File: src/rtl/muldiv_pkg.sv
`default_nettype none
// ============================================================================
//  Module      : muldiv_pkg
//  Description : Shared types and helpers for the multi-cycle mult/div unit.
//  Revision    : 1.0  initial release
// ============================================================================
package muldiv_pkg;

    localparam int c_max_w = 64;

    typedef enum logic [1:0] {
        MD_MULT  = 2'b00,
        MD_MULTU = 2'b01,
        MD_DIV   = 2'b10,
        MD_DIVU  = 2'b11
    } md_op_t;

    typedef enum logic [2:0] {
        MD_IDLE    = 3'd0,
        MD_MUL     = 3'd1,
        MD_DIV_RUN = 3'd2,
        MD_DIV_FIX = 3'd3,
        MD_DONE    = 3'd4
    } md_state_t;

    // Conditional two's-complement negate; the caller zero-extends and truncates.
    function automatic logic [c_max_w-1:0] abs_w(input logic [c_max_w-1:0] x, input logic neg);
        return neg ? -x : x;
    endfunction

endpackage : muldiv_pkg
`default_nettype wire

File: src/rtl/muldiv_div_step.sv
`default_nettype none
// ============================================================================
//  Module      : muldiv_div_step
//  Description : One combinational restoring-division step on {rem, quo}.
//  Revision    : 1.0  initial release
// ============================================================================
module muldiv_div_step #(
    parameter int WIDTH = 32
) (
    input  logic [WIDTH-1:0] i_rem,
    input  logic [WIDTH-1:0] i_quo,
    input  logic [WIDTH-1:0] i_divisor,
    output logic [WIDTH-1:0] o_rem,
    output logic [WIDTH-1:0] o_quo
);

    logic [WIDTH:0] w_shift;
    logic [WIDTH:0] w_diff;
    logic           w_fits;

    // rem < divisor holds between steps, so the borrow bit alone decides the compare.
    assign w_shift = {i_rem, i_quo[WIDTH-1]};
    assign w_diff  = w_shift - {1'b0, i_divisor};
    assign w_fits  = ~w_diff[WIDTH];

    assign o_rem = w_fits ? w_diff[WIDTH-1:0] : w_shift[WIDTH-1:0];
    assign o_quo = {i_quo[WIDTH-2:0], w_fits};

endmodule : muldiv_div_step
`default_nettype wire

File: src/rtl/muldiv_unit.sv
`default_nettype none
// ============================================================================
//  Module      : muldiv_unit
//  Description : Multi-cycle multiply/divide unit (pipelined MUL, radix-2 DIV).
//  Revision    : 1.0  initial release
// ============================================================================
module muldiv_unit
    import muldiv_pkg::*;
#(
    parameter int WIDTH       = 32,
    parameter int MUL_LATENCY = 2
) (
    input  logic               clk,
    input  logic               rst,
    input  logic               start_i,
    input  md_op_t             op_i,
    input  logic [WIDTH-1:0]   a_i,
    input  logic [WIDTH-1:0]   b_i,
    input  logic               annul_i,
    output logic               busy_o,
    output logic               valid_o,
    output logic [2*WIDTH-1:0] result_o,
    output logic               div_zero_o
);

    localparam int c_cnt_w = $clog2(((WIDTH > MUL_LATENCY) ? WIDTH : MUL_LATENCY) + 1);
    localparam logic [c_cnt_w-1:0] c_div_cnt = c_cnt_w'(WIDTH - 1);
    localparam logic [c_cnt_w-1:0] c_mul_cnt = c_cnt_w'((MUL_LATENCY > 1) ? (MUL_LATENCY - 2) : 0);

    md_state_t          r_state;
    logic               r_busy;
    logic               r_valid;
    logic [2*WIDTH-1:0] r_result;
    logic               r_div_zero;
    logic [c_cnt_w-1:0] r_count;
    logic [WIDTH-1:0]   r_rem;
    logic [WIDTH-1:0]   r_quo;
    logic [WIDTH-1:0]   r_divisor;
    logic               r_q_neg;
    logic               r_r_neg;

    logic [1:0]         w_op;
    logic               w_signed;
    logic               w_is_div;
    logic               w_b_zero;
    logic               w_a_neg;
    logic               w_b_neg;
    logic [2*WIDTH-1:0] w_mul_a;
    logic [2*WIDTH-1:0] w_mul_b;
    logic [2*WIDTH-1:0] w_product;
    logic [2*WIDTH-1:0] w_mul_tap;
    logic [WIDTH-1:0]   w_rem_nxt;
    logic [WIDTH-1:0]   w_quo_nxt;
    logic [WIDTH-1:0]   w_rem_fix;
    logic [WIDTH-1:0]   w_quo_fix;

    assign w_op     = op_i;
    assign w_signed = ~w_op[0];
    assign w_is_div = w_op[1];
    assign w_b_zero = (b_i == '0);
    assign w_a_neg  = w_signed & a_i[WIDTH-1];
    assign w_b_neg  = w_signed & b_i[WIDTH-1];

    // Extending to full product width makes the low half of one '*' correct for both signednesses.
    assign w_mul_a   = w_signed ? {{WIDTH{a_i[WIDTH-1]}}, a_i} : {{WIDTH{1'b0}}, a_i};
    assign w_mul_b   = w_signed ? {{WIDTH{b_i[WIDTH-1]}}, b_i} : {{WIDTH{1'b0}}, b_i};
    assign w_product = w_mul_a * w_mul_b;

    generate
        if (MUL_LATENCY > 1) begin : g_mul_pipe
            logic [2*WIDTH-1:0] r_mul_pipe [MUL_LATENCY-1];

            always_ff @(posedge clk or negedge rst) begin
                if (!rst) begin
                    for (int i = 0; i < MUL_LATENCY - 1; i++) begin
                        r_mul_pipe[i] <= '0;
                    end
                end else begin
                    r_mul_pipe[0] <= w_product;
                    for (int i = 1; i < MUL_LATENCY - 1; i++) begin
                        r_mul_pipe[i] <= r_mul_pipe[i-1];
                    end
                end
            end

            assign w_mul_tap = r_mul_pipe[MUL_LATENCY-2];
        end else begin : g_mul_direct
            assign w_mul_tap = w_product;
        end
    endgenerate

    muldiv_div_step #(
        .WIDTH (WIDTH)
    ) u_div_step (
        .i_rem     (r_rem),
        .i_quo     (r_quo),
        .i_divisor (r_divisor),
        .o_rem     (w_rem_nxt),
        .o_quo     (w_quo_nxt)
    );

    assign w_rem_fix = WIDTH'(abs_w(c_max_w'(r_rem), r_r_neg));
    assign w_quo_fix = WIDTH'(abs_w(c_max_w'(r_quo), r_q_neg));

    always_ff @(posedge clk or negedge rst) begin
        if (!rst) begin
            r_state    <= MD_IDLE;
            r_busy     <= 1'b0;
            r_valid    <= 1'b0;
            r_result   <= '0;
            r_div_zero <= 1'b0;
            r_count    <= '0;
            r_rem      <= '0;
            r_quo      <= '0;
            r_divisor  <= '0;
            r_q_neg    <= 1'b0;
            r_r_neg    <= 1'b0;
        end else begin
            r_valid <= 1'b0;
            if (annul_i && (r_state != MD_IDLE)) begin
                r_state <= MD_IDLE;
                r_busy  <= 1'b0;
            end else begin
                case (r_state)
                    MD_IDLE: begin
                        if (start_i && !annul_i) begin
                            r_busy <= 1'b1;
                            if (!w_is_div) begin
                                if (MUL_LATENCY == 1) begin
                                    r_state    <= MD_DONE;
                                    r_result   <= w_mul_tap;
                                    r_div_zero <= 1'b0;
                                    r_valid    <= 1'b1;
                                end else begin
                                    r_state <= MD_MUL;
                                    r_count <= c_mul_cnt;
                                end
                            end else if (w_b_zero) begin
                                r_state    <= MD_DONE;
                                r_result   <= {a_i, {WIDTH{1'b1}}};
                                r_div_zero <= 1'b1;
                                r_valid    <= 1'b1;
                            end else begin
                                r_state   <= MD_DIV_RUN;
                                r_count   <= c_div_cnt;
                                r_rem     <= '0;
                                r_quo     <= WIDTH'(abs_w(c_max_w'(a_i), w_a_neg));
                                r_divisor <= WIDTH'(abs_w(c_max_w'(b_i), w_b_neg));
                                r_q_neg   <= w_a_neg ^ w_b_neg;
                                r_r_neg   <= w_a_neg;
                            end
                        end
                    end
                    MD_MUL: begin
                        if (r_count == '0) begin
                            r_state    <= MD_DONE;
                            r_result   <= w_mul_tap;
                            r_div_zero <= 1'b0;
                            r_valid    <= 1'b1;
                        end else begin
                            r_count <= r_count - 1'b1;
                        end
                    end
                    MD_DIV_RUN: begin
                        r_rem <= w_rem_nxt;
                        r_quo <= w_quo_nxt;
                        if (r_count == '0) begin
                            r_state <= MD_DIV_FIX;
                        end else begin
                            r_count <= r_count - 1'b1;
                        end
                    end
                    MD_DIV_FIX: begin
                        r_state    <= MD_DONE;
                        r_result   <= {w_rem_fix, w_quo_fix};
                        r_div_zero <= 1'b0;
                        r_valid    <= 1'b1;
                    end
                    MD_DONE: begin
                        r_state <= MD_IDLE;
                        r_busy  <= 1'b0;
                    end
                    default: begin
                        r_state <= MD_IDLE;
                        r_busy  <= 1'b0;
                    end
                endcase
            end
        end
    end

    // A flush arriving during the DONE cycle must still squash the pulse.
    assign valid_o    = r_valid & ~annul_i;
    assign busy_o     = r_busy;
    assign result_o   = r_result;
    assign div_zero_o = r_div_zero;

endmodule : muldiv_unit
`default_nettype wire
File: config.mk
export PLATFORM = sky130hd
export DESIGN_NAME = muldiv_unit
export DESIGN_NICKNAME = d
export VERILOG_FILES = /design/src/rtl/muldiv_pkg.sv /design/src/rtl/muldiv_div_step.sv /design/src/rtl/muldiv_unit.sv
export SDC_FILE = /design/constraint.sdc
export NUM_CORES = 2
export LEC_CHECK = 0
export CAP_MARGIN = 20
export CORE_MARGIN = 2
export CORE_UTILIZATION = 60
export DETAILED_ROUTE_END_ITERATION = 8
export PLACE_DENSITY = 0.77
export SETUP_SLACK_MARGIN = 0.15
export SLEW_MARGIN = 25
export SYNTH_ARGS = -nofsm -noshare
export SYNTH_HDL_FRONTEND = slang
export SYNTH_SLANG_ARGS = --single-unit
File: constraint.sdc
create_clock -name clk -period 3.3 [get_ports clk]
set_clock_uncertainty 0.1 [all_clocks]
set_input_delay 0.66 -clock clk [delete_from_list [all_inputs] [get_ports clk]]
set_output_delay 0.66 -clock clk [all_outputs]
set_load 0.01 [all_outputs]
==> impl_metrics.csv <==
group,metric,value,unit
synth,synth_area,61700,um2
cts,holdBufCountCts,0,
worst_setup_path,critPathSlowestCell,"fa_1",
synth,syn_area_per_cell,9.16,um2
floorplanning,core.rowCount,117,
global_route,antenna_found_initial,14,
routing,dr.pass1.iters,8,
worst_setup_path,regToRegSetupSlack,-0.24,ns
floorplanning,die_h,325,um
sta,fin_crit_sh,2.63,
synth,synth_nets,8578,
cts,clock_latency,0.56,ns
sta,tns,-265.83,ns
finish,final_core_util,0.775,
global_route,grt_usage,0.431,
routing,vias_per_cell,5.86,
placement,dpl.hpwl,173000,um
synth,yosys_warnings,0,
global_route,grt_pass1_wl,341000,um
worst_setup_path,startpoint_type,"input pin",
routing,vias,53339,
floorplanning,pin_count,137,
finish,final_common_cell,"inv_1",
cts,cts.clk_slew.worst_paths,0.07,ns
worst_setup_path,crit_path_end_kind,"register",
placement,portBuffers,136,
cts,cts_buffers,22,
worst_setup_path,cp.required,3.63,ns
global_route,grt_pass1_vias,56920,
cts,clock-sinks,238,
sta,holdWs,-0.00857,ns
synth,ys_types,78,
worst_setup_path,r2r-start,"r_quo[0]",
cts,clockBufferDepth,3,
routing,drc_errors,0,
sta,setup_viol,178,
sta,fmax,115,MHz
synth,synth_area_leaders,"fa_1 (46%), inv_1 (9.6%), dfrtp_1 (9.6%)",
global_route,gr-total-overflow,0,
synth,synth_top_area_frac,0.459,
sta,rsz0062_at_grt,"true",
global_route,grt_max_degree,124,
flow_run,drv_cap,0,
worst_setup_path,cp_max_fo,6,
floorplanning,core-area,102000,um2
outcome,status,"complete, but fails checks",
synth,ys_seq_elements,238,
synth,async_flop_share,1.00,
worst_setup_path,path_class,"input pin to register",
synth,ys.flop_type,"dfrtp_1",
worst_setup_path,crit_arrival,9.00,ns
sta,period_minus_slack,8.67,ns
routing,routed_wl,231000,um
sta,hold_viol_final,29,
sta,drv_slew,0,
finish,area_growth,27.9,%
floorplanning,die_w,325,um
floorplanning,initial_core_util,0.606,
finish,design.final.nets,9549,
finish,drive_gt1_frac,0.257,
synth,synthCells,6739,
synth,synth_top_area_cell,"fa_1",
worst_setup_path,cpMostUsedCell,"fa_1",
sta,worst_pin_slew,1.12,ns
sta,slew_headroom,0.241,
min_path,hold_class,"input pin to async pin",
worst_setup_path,max_stage_delay,0.57,ns
sta,fin_ws,-5.37,ns
floorplanning,dieArea,105000,um2
outcome,violations,"hold timing, setup timing",
worst_setup_path,crit_start,"b_i[17]",
cts,cts_tree,"built",
finish,final_cell_mix,"inv_1 (1445), fa_1 (1263), buf_4 (903)",
placement,gp_congestion,1.06,
routing,drt-initial-drc-count,5913,
routing,avgRoutedWirePerCell,25.4,um
placement,dp_slack,-6.34,ns
cts,root_buffer,"clkbuf_16",
routing,detail-route-antenna-nets,0,
cts,ctsHtreeMaxLevel,1,
synth,yosysSeqAreaShare,0.0964,
synth,synth_edf_count,0,
==> cell type report <==
cell class,instances,area (um2)
sequential,238,5960
tap,1368,1710
clock inverter,10,119
timing repair buffer,1316,12800
inverter,1587,5970
clock buffer,29,607
multi-input combinational,4545,51700
antenna,2,5.00
fill,6294,22900
==> cells in the mapped netlist, drive strengths merged (6+ instances only) <==
master,n
buf,58
a21oi,227
xor2,116
mux2i,28
nand2,721
clkbuf,311
a21o,42
o211ai,14
and4,6
and2,577
o21bai,15
nor4,6
nand2b,23
nand4,17
nor3,44
xnor2,147
o31ai,31
inv,1587
dfrtp,238
a32oi,9
o41ai,12
o21ai,218
and3,13
fa,1416
a31oi,41
or2,10
nor2b,19
nor2,241
nand3,26
o21a,11
or3,31
o22a,12
or4,11
ha,353
a211oi,45
==> logic make-up (layout without fill, tap and decap cells) <==
logic type / Yosys count / count (layout) / share of synthesized area
buffers and inverters: 1956 / 2942 / 0.120
flip-flops: 238 / 238 / 0.0964
multiplexers: 32 / 32 / 0.00527
other: 0 / 2 / 0
adder cells (fa/ha/maj): 1771 / 1771 / 0.531
AO/OA/AOI/OAI: 717 / 717 / 0.0701
XOR/XNOR: 263 / 263 / 0.0373
AND/OR/NAND/NOR: 1762 / 1762 / 0.140
==> metrics by stage <==
| step | std cells | hold WS (ns) | instance area, um2 |
|---|---|---|---|
| 2_1_floorplan | 6739 | 0.264 | 63800 |
| 3_3_place_gp | 8787 | 0.366 | 72400 |
| 3_5_place_dp | 8787 | 0.377 | 72400 |
| 4_1_cts | 9023 | 0.0117 | 77200 |
| 5_1_grt | 9094 | 0.0476 | 78900 |
| 6_report | 9095 | -0.00857 | 79000 |
==> worst paths after layout <==
kind / end / cells after the start
max: g_mul_pipe.r_mul_pipe[56] / 31
min: g_mul_pipe.r_mul_pipe[19] / 1
max reg2reg: result_o[24] / 11
min reg2reg: r_divisor[23] / 2
max in group asynchronous: result_o[43] / 2
min in group clk: r_divisor[23] / 2
==> critical path: cells and delay by family <==
kind,cells,cell delay [ns]
compound gates,4,0.74
fa+ha+maj,11,5.15
simple gates,5,1.42
buf+inv,11,1.00
==> registers in the layout, summed over array words and instances (netlist names) <==
signal	flops
r_r_neg	1
div_zero_o	1
r_q_neg	1
busy_o	1
r_state	3
r_rem	32
g_mul_pipe.r_mul_pipe	64
r_quo	32
r_divisor	32
r_valid	1
result_o	64
r_count	6
==> routing by layer <==
metal | global-route usage | up-vias | wire [um]
met1 | 0.557 | 26635 | 81500
li1 | - | 21930 | -
met2 | 0.648 | 3772 | 99600
met3 | 0.148 | 992 | 32700
met4 | 0.222 | 10 | 16700
met5 | 0 | - | 149
==> timing repair <==
action / CTS / global route
endpoints found under the hold margin: 0 / 0
pin swaps: 275 / 351
setup endpoints to repair: 232 / 231
resized for setup: 626 / 388
buffers inserted: 171 / 69
gates cloned: 26 / 1
Power is not shown: default switching activity piles up to over one toggle a cycle in this logic, so the estimate is an artifact.
